$ cat config.mk
export PLATFORM = sky130hd
export DESIGN_NAME = video_timing_gen
export DESIGN_NICKNAME = d
export VERILOG_FILES = /design/src/rtl/video_timing_pkg.sv /design/src/rtl/pixel_ce_div.sv /design/src/rtl/video_timing_gen.sv
export SDC_FILE = /design/constraint.sdc
export NUM_CORES = 1
export LEC_CHECK = 0
export BUFFER_PORTS_ARGS = -buffer_cell sky130_fd_sc_hd__buf_2
export CORE_MARGIN = 2
export CORE_UTILIZATION = 54
export CTS_BUF_LIST = sky130_fd_sc_hd__clkbuf_8
export DETAILED_ROUTE_END_ITERATION = 6
export PLACE_DENSITY = 0.78
export SYNTH_ARGS = -nofsm -noshare
export SYNTH_HDL_FRONTEND = slang
export SYNTH_SLANG_ARGS = --single-unit
$ cat constraint.sdc
create_clock -name clk -period 3.8 [get_ports clk]
set_input_delay 0.38 -clock clk [delete_from_list [all_inputs] [get_ports clk]]
set_output_delay 0.38 -clock clk [all_outputs]
set_load 0.03 [all_outputs]
$ cat src/rtl/video_timing_pkg.sv
// Shared types and helpers for the video timing generator: vertical mode enum,
// effective vertical limit record and the function that derives it.
package video_timing_pkg;

   typedef enum logic {
      VM_NTSC = 1'b0,
      VM_PAL  = 1'b1
   } vmode_t;

   localparam int DEF_H_ACTIVE = 320;
   localparam int DEF_H_FP     = 8;
   localparam int DEF_H_SYNC   = 32;
   localparam int DEF_H_BP     = 24;
   localparam int H_TOTAL      = DEF_H_ACTIVE + DEF_H_FP + DEF_H_SYNC + DEF_H_BP;

   localparam int LIM_W = 16;

   // Vertical decode points for one (mode, scandouble) combination, in output lines.
   typedef struct packed {
      logic [LIM_W-1:0] active;
      logic [LIM_W-1:0] sync_first;
      logic [LIM_W-1:0] sync_last;
      logic [LIM_W-1:0] total;
   } vlim_t;

   function automatic vlim_t vert_limits(
      input vmode_t mode,
      input logic   dbl,
      input int     v_active,
      input int     fp_n,
      input int     sync_n,
      input int     bp_n,
      input int     fp_p,
      input int     sync_p,
      input int     bp_p
   );
      vlim_t r;
      int    scale;
      int    fp;
      int    sy;
      int    bp;
      int    act;
      scale        = dbl ? 2 : 1;
      fp           = (mode == VM_PAL) ? fp_p   : fp_n;
      sy           = (mode == VM_PAL) ? sync_p : sync_n;
      bp           = (mode == VM_PAL) ? bp_p   : bp_n;
      act          = v_active * scale;
      r.active     = LIM_W'(act);
      r.sync_first = LIM_W'(act + fp * scale);
      r.sync_last  = LIM_W'(act + (fp + sy) * scale - 1);
      r.total      = LIM_W'(act + (fp + sy + bp) * scale);
      return r;
   endfunction

endpackage

$ cat src/rtl/pixel_ce_div.sv
// Pixel clock-enable divider: a one-clock pulse every CE_DIV clocks, or every
// CE_DIV/2 clocks while half is set.
module pixel_ce_div #(
   parameter int CE_DIV = 8
) (
   input  logic clk,
   input  logic reset_n,
   input  logic half,
   output logic ce
);

   localparam int DIV_W = $clog2(CE_DIV);
   localparam logic [DIV_W-1:0] LAST_FULL = DIV_W'(CE_DIV - 1);
   localparam logic [DIV_W-1:0] LAST_HALF = DIV_W'(CE_DIV / 2 - 1);

   generate
      if (CE_DIV < 2 || (CE_DIV % 2) != 0) begin : g_bad_ce_div
         $error("pixel_ce_div: CE_DIV must be even and at least 2");
      end
   endgenerate

   logic [DIV_W-1:0] div_q;
   logic [DIV_W-1:0] div_d;
   logic             ce_q;
   logic             ce_d;
   logic [DIV_W-1:0] last;

   // NOTE: every signal written here gets a value on every path, so no latch is inferred.
   always_comb begin
      last  = half ? LAST_HALF : LAST_FULL;
      div_d = (ce_q || div_q == last) ? '0 : div_q + DIV_W'(1);
      ce_d  = (div_d == last);
   end

   // NOTE: state registers use non-blocking assignment so all flops update together.
   always_ff @(posedge clk or negedge reset_n) begin
      if (!reset_n) begin
         div_q <= '0;
         ce_q  <= 1'b0;
      end else begin
         div_q <= div_d;
         ce_q  <= ce_d;
      end
   end

   assign ce = ce_q;

endmodule

$ cat src/rtl/video_timing_gen.sv
// Parametrised video timing generator: pixel enable, pixel/line counters,
// blanking, sync and frame-start strobe with NTSC/PAL and scandoubled modes.
module video_timing_gen
   import video_timing_pkg::*;
#(
   parameter int CE_DIV   = 8,
   parameter int H_ACTIVE = DEF_H_ACTIVE,
   parameter int H_FP     = DEF_H_FP,
   parameter int H_SYNC   = DEF_H_SYNC,
   parameter int H_BP     = DEF_H_BP,
   parameter int V_ACTIVE = 240,
   parameter int V_FP_N   = 3,
   parameter int V_SYNC_N = 3,
   parameter int V_BP_N   = 16,
   parameter int V_FP_P   = 20,
   parameter int V_SYNC_P = 3,
   parameter int V_BP_P   = 49,
   parameter int SYNC_POL = 1,
   parameter int CNT_W    = 10
) (
   input  logic             clk,
   input  logic             reset_n,
   input  logic             pal,
   input  logic             scandouble,
   output logic             ce_pix,
   output logic [CNT_W-1:0] hcount,
   output logic [CNT_W-1:0] vcount,
   output logic             line_odd,
   output logic             HBlank,
   output logic             VBlank,
   output logic             HSync,
   output logic             VSync,
   output logic             frame_start
);

   localparam int H_TOT    = H_ACTIVE + H_FP + H_SYNC + H_BP;
   localparam int V_TOT_N  = V_ACTIVE + V_FP_N + V_SYNC_N + V_BP_N;
   localparam int V_TOT_P  = V_ACTIVE + V_FP_P + V_SYNC_P + V_BP_P;
   localparam int V_TOT_MX = 2 * ((V_TOT_N > V_TOT_P) ? V_TOT_N : V_TOT_P);

   localparam logic [CNT_W-1:0] H_LAST   = CNT_W'(H_TOT - 1);
   localparam logic [CNT_W-1:0] H_ACT_C  = CNT_W'(H_ACTIVE);
   localparam logic [CNT_W-1:0] HS_FIRST = CNT_W'(H_ACTIVE + H_FP);
   localparam logic [CNT_W-1:0] HS_LAST  = CNT_W'(H_ACTIVE + H_FP + H_SYNC - 1);
   localparam logic             SYNC_ON  = (SYNC_POL != 0);

   generate
      if (H_TOT > (1 << CNT_W) || V_TOT_MX > (1 << CNT_W)) begin : g_bad_cnt_w
         $error("video_timing_gen: CNT_W too narrow for the configured totals");
      end
   endgenerate

   logic             ce;
   logic             in_rst_q;
   vmode_t           mode_q;
   vmode_t           mode_d;
   logic             sd_q;
   logic             sd_d;
   logic             mode_load;
   vlim_t            lim_cur;
   vlim_t            lim_nxt;

   logic [CNT_W-1:0] hcount_q, hcount_d;
   logic [CNT_W-1:0] vcount_q, vcount_d;
   logic             hblank_q, hblank_d;
   logic             vblank_q, vblank_d;
   logic             hsync_q, hsync_d;
   logic             vsync_q, vsync_d;
   logic             line_odd_q, line_odd_d;
   logic             frame_start_q, frame_start_d;

   logic             h_last;
   logic             v_last;
   logic             h_wrap;
   logic             frame_wrap;
   logic [CNT_W-1:0] v_last_val;

   // The divider sees the next mode so a new period starts exactly with pixel (0,0).
   pixel_ce_div #(
      .CE_DIV (CE_DIV)
   ) u_ce_div (
      .clk     (clk),
      .reset_n (reset_n),
      .half    (sd_d),
      .ce      (ce)
   );

   always_ff @(posedge clk or negedge reset_n) begin
      if (!reset_n) begin
         in_rst_q <= 1'b1;
      end else begin
         in_rst_q <= 1'b0;
      end
   end

   // NOTE: the mode register has no reset value on purpose: it reloads the mode pins on
   // every clock while in_rst_q is set, so reset leaves it holding the requested mode.
   always_ff @(posedge clk) begin
      mode_q <= mode_d;
      sd_q   <= sd_d;
   end

   always_comb begin
      lim_cur    = vert_limits(mode_q, sd_q, V_ACTIVE, V_FP_N, V_SYNC_N, V_BP_N,
                               V_FP_P, V_SYNC_P, V_BP_P);
      v_last_val = CNT_W'(lim_cur.total - LIM_W'(1));
      h_last     = (hcount_q == H_LAST);
      v_last     = (vcount_q == v_last_val);
      h_wrap     = ce && h_last;
      frame_wrap = h_wrap && v_last;

      mode_load  = in_rst_q || frame_wrap;
      mode_d     = mode_load ? (pal ? VM_PAL : VM_NTSC) : mode_q;
      sd_d       = mode_load ? scandouble : sd_q;
      lim_nxt    = vert_limits(mode_d, sd_d, V_ACTIVE, V_FP_N, V_SYNC_N, V_BP_N,
                               V_FP_P, V_SYNC_P, V_BP_P);
   end

   always_comb begin
      hcount_d = hcount_q;
      vcount_d = vcount_q;
      if (ce) begin
         hcount_d = h_last ? '0 : hcount_q + CNT_W'(1);
      end
      if (h_wrap) begin
         vcount_d = v_last ? '0 : vcount_q + CNT_W'(1);
      end
   end

   // Decodes use next-state counters and limits so they line up with the counters.
   always_comb begin
      hblank_d      = (hcount_d >= H_ACT_C);
      hsync_d       = (hcount_d >= HS_FIRST && hcount_d <= HS_LAST) ? SYNC_ON : ~SYNC_ON;
      vblank_d      = (vcount_d >= CNT_W'(lim_nxt.active));
      vsync_d       = (vcount_d >= CNT_W'(lim_nxt.sync_first) &&
                       vcount_d <= CNT_W'(lim_nxt.sync_last)) ? SYNC_ON : ~SYNC_ON;
      line_odd_d    = sd_d & vcount_d[0];
      frame_start_d = frame_wrap;
   end

   always_ff @(posedge clk or negedge reset_n) begin
      if (!reset_n) begin
         hcount_q      <= '0;
         vcount_q      <= '0;
         hblank_q      <= 1'b0;
         vblank_q      <= 1'b0;
         hsync_q       <= ~SYNC_ON;
         vsync_q       <= ~SYNC_ON;
         line_odd_q    <= 1'b0;
         frame_start_q <= 1'b0;
      end else begin
         hcount_q      <= hcount_d;
         vcount_q      <= vcount_d;
         hblank_q      <= hblank_d;
         vblank_q      <= vblank_d;
         hsync_q       <= hsync_d;
         vsync_q       <= vsync_d;
         line_odd_q    <= line_odd_d;
         frame_start_q <= frame_start_d;
      end
   end

   assign ce_pix      = ce;
   assign hcount      = hcount_q;
   assign vcount      = vcount_q;
   assign line_odd    = line_odd_q;
   assign HBlank      = hblank_q;
   assign VBlank      = vblank_q;
   assign HSync       = hsync_q;
   assign VSync       = vsync_q;
   assign frame_start = frame_start_q;

endmodule

==> metrics.yaml <==
clock_network:
  clock_latency_ns: 0.30
  clk_path_buf_depth: 2
  clkSlewWorstSetupHoldPaths_ns: 0.07
  htree_levels: 2
  cts_hold_buf: 0
  numCtsBuffers: 5
  ctsRootBufferMaster: "clkbuf_8"
  tritoncts: "built"
  cts_sinks: 33
power:
  p_leak_nw: 1.36
  powerDensity_nw_per_um2: 341
  internal-power_mw: 0.621
  pwr-share-clk: 0.302
  ir_drop_uv: 165
  switchingPower_mw: 0.318
  switching_share: 0.339
  pwr-share-seq: 0.449
  combPwrFrac: 0.249
sta:
  whs_ns: 0.124
  maxSlewHeadroom: 0.544
  fmax_ghz: 0.281
  fin_worst_skew_ns: 0.0131
  tightest_slew_ns: 0.684
  fin_crit_ns: 3.56
  setup_viol: 0
  timing_hold_violations_final: 0
  setup_tns_ns: 0
  slew_viol_final: 0
  worst_slack_ns: 0.242
  finalCritPeriodShare: 0.936
routing:
  postRouteAntennaNets: 0
  drc: 0
  viasPerCell: 5.76
  drt_pass1_iterations: 4
  vias: 1954
  routed_wl_um: 5220
  wl_per_cell_um: 15.4
  drtIter0Drc: 222
global_routing:
  grt_start_max_net_pins: 32
  grt-ovfl-total: 0
  track_usage: 0.216
  antenna_found_initial: 0
  grt_pass1_vias: 1856
  grt_pass1_wl_um: 8570
placement:
  portBuffers: 30
  hpwl_um: 3950
  dpl.cell_count: 330
  place.gp.congestion: 0.887
  dp_worst_setup_slack_ns: 0.0346
floorplanning:
  io_pins: 31
  coreArea_um2: 4350
  die_h_um: 71.1
  initial_utilization: 0.559
  num_rows: 24
  die-area_um2: 5060
  die_w_um: 71.1
setup_path:
  worstPathRequired_ns: 4.03
  crit_path_end_kind: "flop"
  cp_max_fo: 6
  startpoint_type: "flop"
  worstSetupStartpoint: "mode_q"
  crit_type: "flop to flop"
  arrival_ns: 3.79
  timing.rr.start: "mode_q"
finish:
  fill_cells: 362
  nets: 322
  final_cell_count_no_fill: 339
  layout-drive-gt1-share: 0.247
  n_antenna_cell: 0
  area_growth_pct: 13.2
synth:
  synth-seq-cells: 33
  synth_top_area_share: 0.308
  yosys-top-cells-area: "dfrtp_1 31%, ha_1 16%, xnor2_1 5.0%"
  syn_avg_cell_area_um2: 9.73
  yosysSeqAreaShare: 0.336
  synthFlopType: "dfrtp_1"
  async_flop_share: 0.939
  yosysWarnings: 0
  synth_cells: 250
  synth_edf_count: 0
  synth.cell_area_um2: 2430
  synth_fp_nets: 286
  synth_cell_types: 60
  synth_area_leader_cell: "dfrtp_1"
status:
  outcome: "finished, final reports clean"
run:
  maxCapViolCount: 0
worst_hold_path:
  hold_path.class: "input port to asynchronous set/reset pin"
cells by family (layout without fill, tap and decap cells):
logic type / Yosys count / count (layout) / synth area share
AO/OA/AOI/OAI: 49 / 49 / 0.146
AND/OR/NAND/NOR: 86 / 86 / 0.188
flip-flops: 33 / 33 / 0.336
multiplexers: 5 / 5 / 0.0272
adder cells (fa/ha/maj): 32 / 32 / 0.165
XOR/XNOR: 20 / 20 / 0.0853
other: 1 / 1 / 0.00154
buffers and inverters: 24 / 61 / 0.0524
worst paths after layout:
kind,slack [ns],end,cells after the start
worst max-delay path,0.24,VSync,16
worst min register to register,0.48,u_ce_div.div_q[0],1
max in group asynchronous,3.23,vcount[9],1
worst min-delay path,0.12,hcount[5],1
min in group clk,0.40,mode_q,2
worst max register to register,0.24,VSync,16
synthesized netlist by cell type, types with 2 or more instances:
library cell  count
nand3_1          11
a22o_1            2
o21ai_0          13
xnor2_1          14
mux2_2            3
a21o_1            3
nand2_1          17
nor2_1           19
ha_1             32
dfrtp_1          30
dfxtp_1           2
and3_2            2
nand4_1           8
and3_1            2
buf_6             4
inv_1            14
nand2b_1          7
o22ai_1           2
clkbuf_1          4
xor2_1            4
nor3_1            4
a21oi_1          12
nor2b_1           4
worst max-delay path, stage by stage, from the launching register on:
cell       delay [ns]
dfxtp_4          0.38
inv_1            0.08
ha_1             0.26
xnor2_1          0.18
a2111oi_4        0.45
a31oi_4          0.19
mux2_4           0.37
ha_1             0.28
inv_1            0.07
ha_1             0.29
nor2b_1          0.14
o21ai_0          0.14
nand2b_1         0.08
a21oi_1          0.15
o21bai_1         0.07
a211oi_1         0.24
o22a_1           0.16
per-layer routing:
| layer | routed length [um] | part of all wire | global-route usage | up-vias |
|---|---|---|---|---|
| li1 | - | - | - | 951 |
| met1 | 2230 | 0.43 | 0.278 | 930 |
| met2 | 2570 | 0.49 | 0.363 | 61 |
| met3 | 312 | 0.060 | 0.0427 | 12 |
| met4 | 105 | 0.020 | 0.0755 | 0 |
| met5 | 0 | 0 | 0 | - |
layout by cell type, fill, tap and decap left out, types with 2 or more instances in the layout:
| cell type | count |
|---|---|
| xnor2_1 | 14 |
| nand3_1 | 11 |
| and3_2 | 3 |
| dfrtp_1 | 30 |
| a22o_1 | 2 |
| buf_2 | 30 |
| nand2b_1 | 7 |
| nor3_1 | 4 |
| ha_1 | 30 |
| dfxtp_4 | 2 |
| nor2b_1 | 4 |
| nor2_1 | 19 |
| a21o_1 | 3 |
| ha_2 | 2 |
| xor2_1 | 4 |
| inv_1 | 14 |
| mux2_2 | 2 |
| nand2_1 | 17 |
| o22ai_1 | 2 |
| buf_4 | 9 |
| o21ai_0 | 13 |
| nand4_1 | 8 |
| clkbuf_8 | 6 |
| a21oi_1 | 12 |
power by group through the flow:
stage | Sequential, mW | Clock [mW] | Combinational (mW)
5_1_grt | 0.428 | 0.301 | 0.262
3_5_place_dp | 0.427 | 0 | 0.232
2_1_floorplan | 0.463 | 0 | 0.133
3_3_place_gp | 0.427 | 0 | 0.225
6_report | 0.422 | 0.284 | 0.234
4_1_cts | 0.421 | 0.286 | 0.232
flip-flops by register name, summed over array words and instances, names as in the netlist:
| register | cells |
|---|---|
| u_ce_div.ce | 1 |
| frame_start | 1 |
| VSync | 1 |
| line_odd | 1 |
| HSync | 1 |
| VBlank | 1 |
| hcount | 10 |
| u_ce_div.div_q | 3 |
| sd_q | 1 |
| vcount | 10 |
| mode_q | 1 |
| HBlank | 1 |
| in_rst_q | 1 |
final cells by class:
cell class	count	area, um2	share of cell area
tap	52	65.1	0.0236
clock buffer	6	82.6	0.0300
timing repair buffer	39	218	0.0790
inverter	14	52.6	0.0191
sequential	33	825	0.299
clock inverter	2	13.8	0.00500
multi-input combinational	193	1500	0.544
metrics by stage:
stage,power (mW),utilization,area [um2]
final,0.939,0.633,2760
after global routing,0.991,0.633,2760
after CTS,0.939,0.627,2730
after detailed placement,0.659,0.605,2630
after global placement,0.651,0.605,2630
after floorplan,0.596,-,2430
timing repair:
action / 4_1_cts / 5_1_grt
resized for setup: 0 / 8
endpoints found under the setup margin: 0 / 1
endpoints found under the hold margin: 0 / 0
buffers inserted: 0 / 1
No activity file was read; power rests on OpenSTA's default activity.
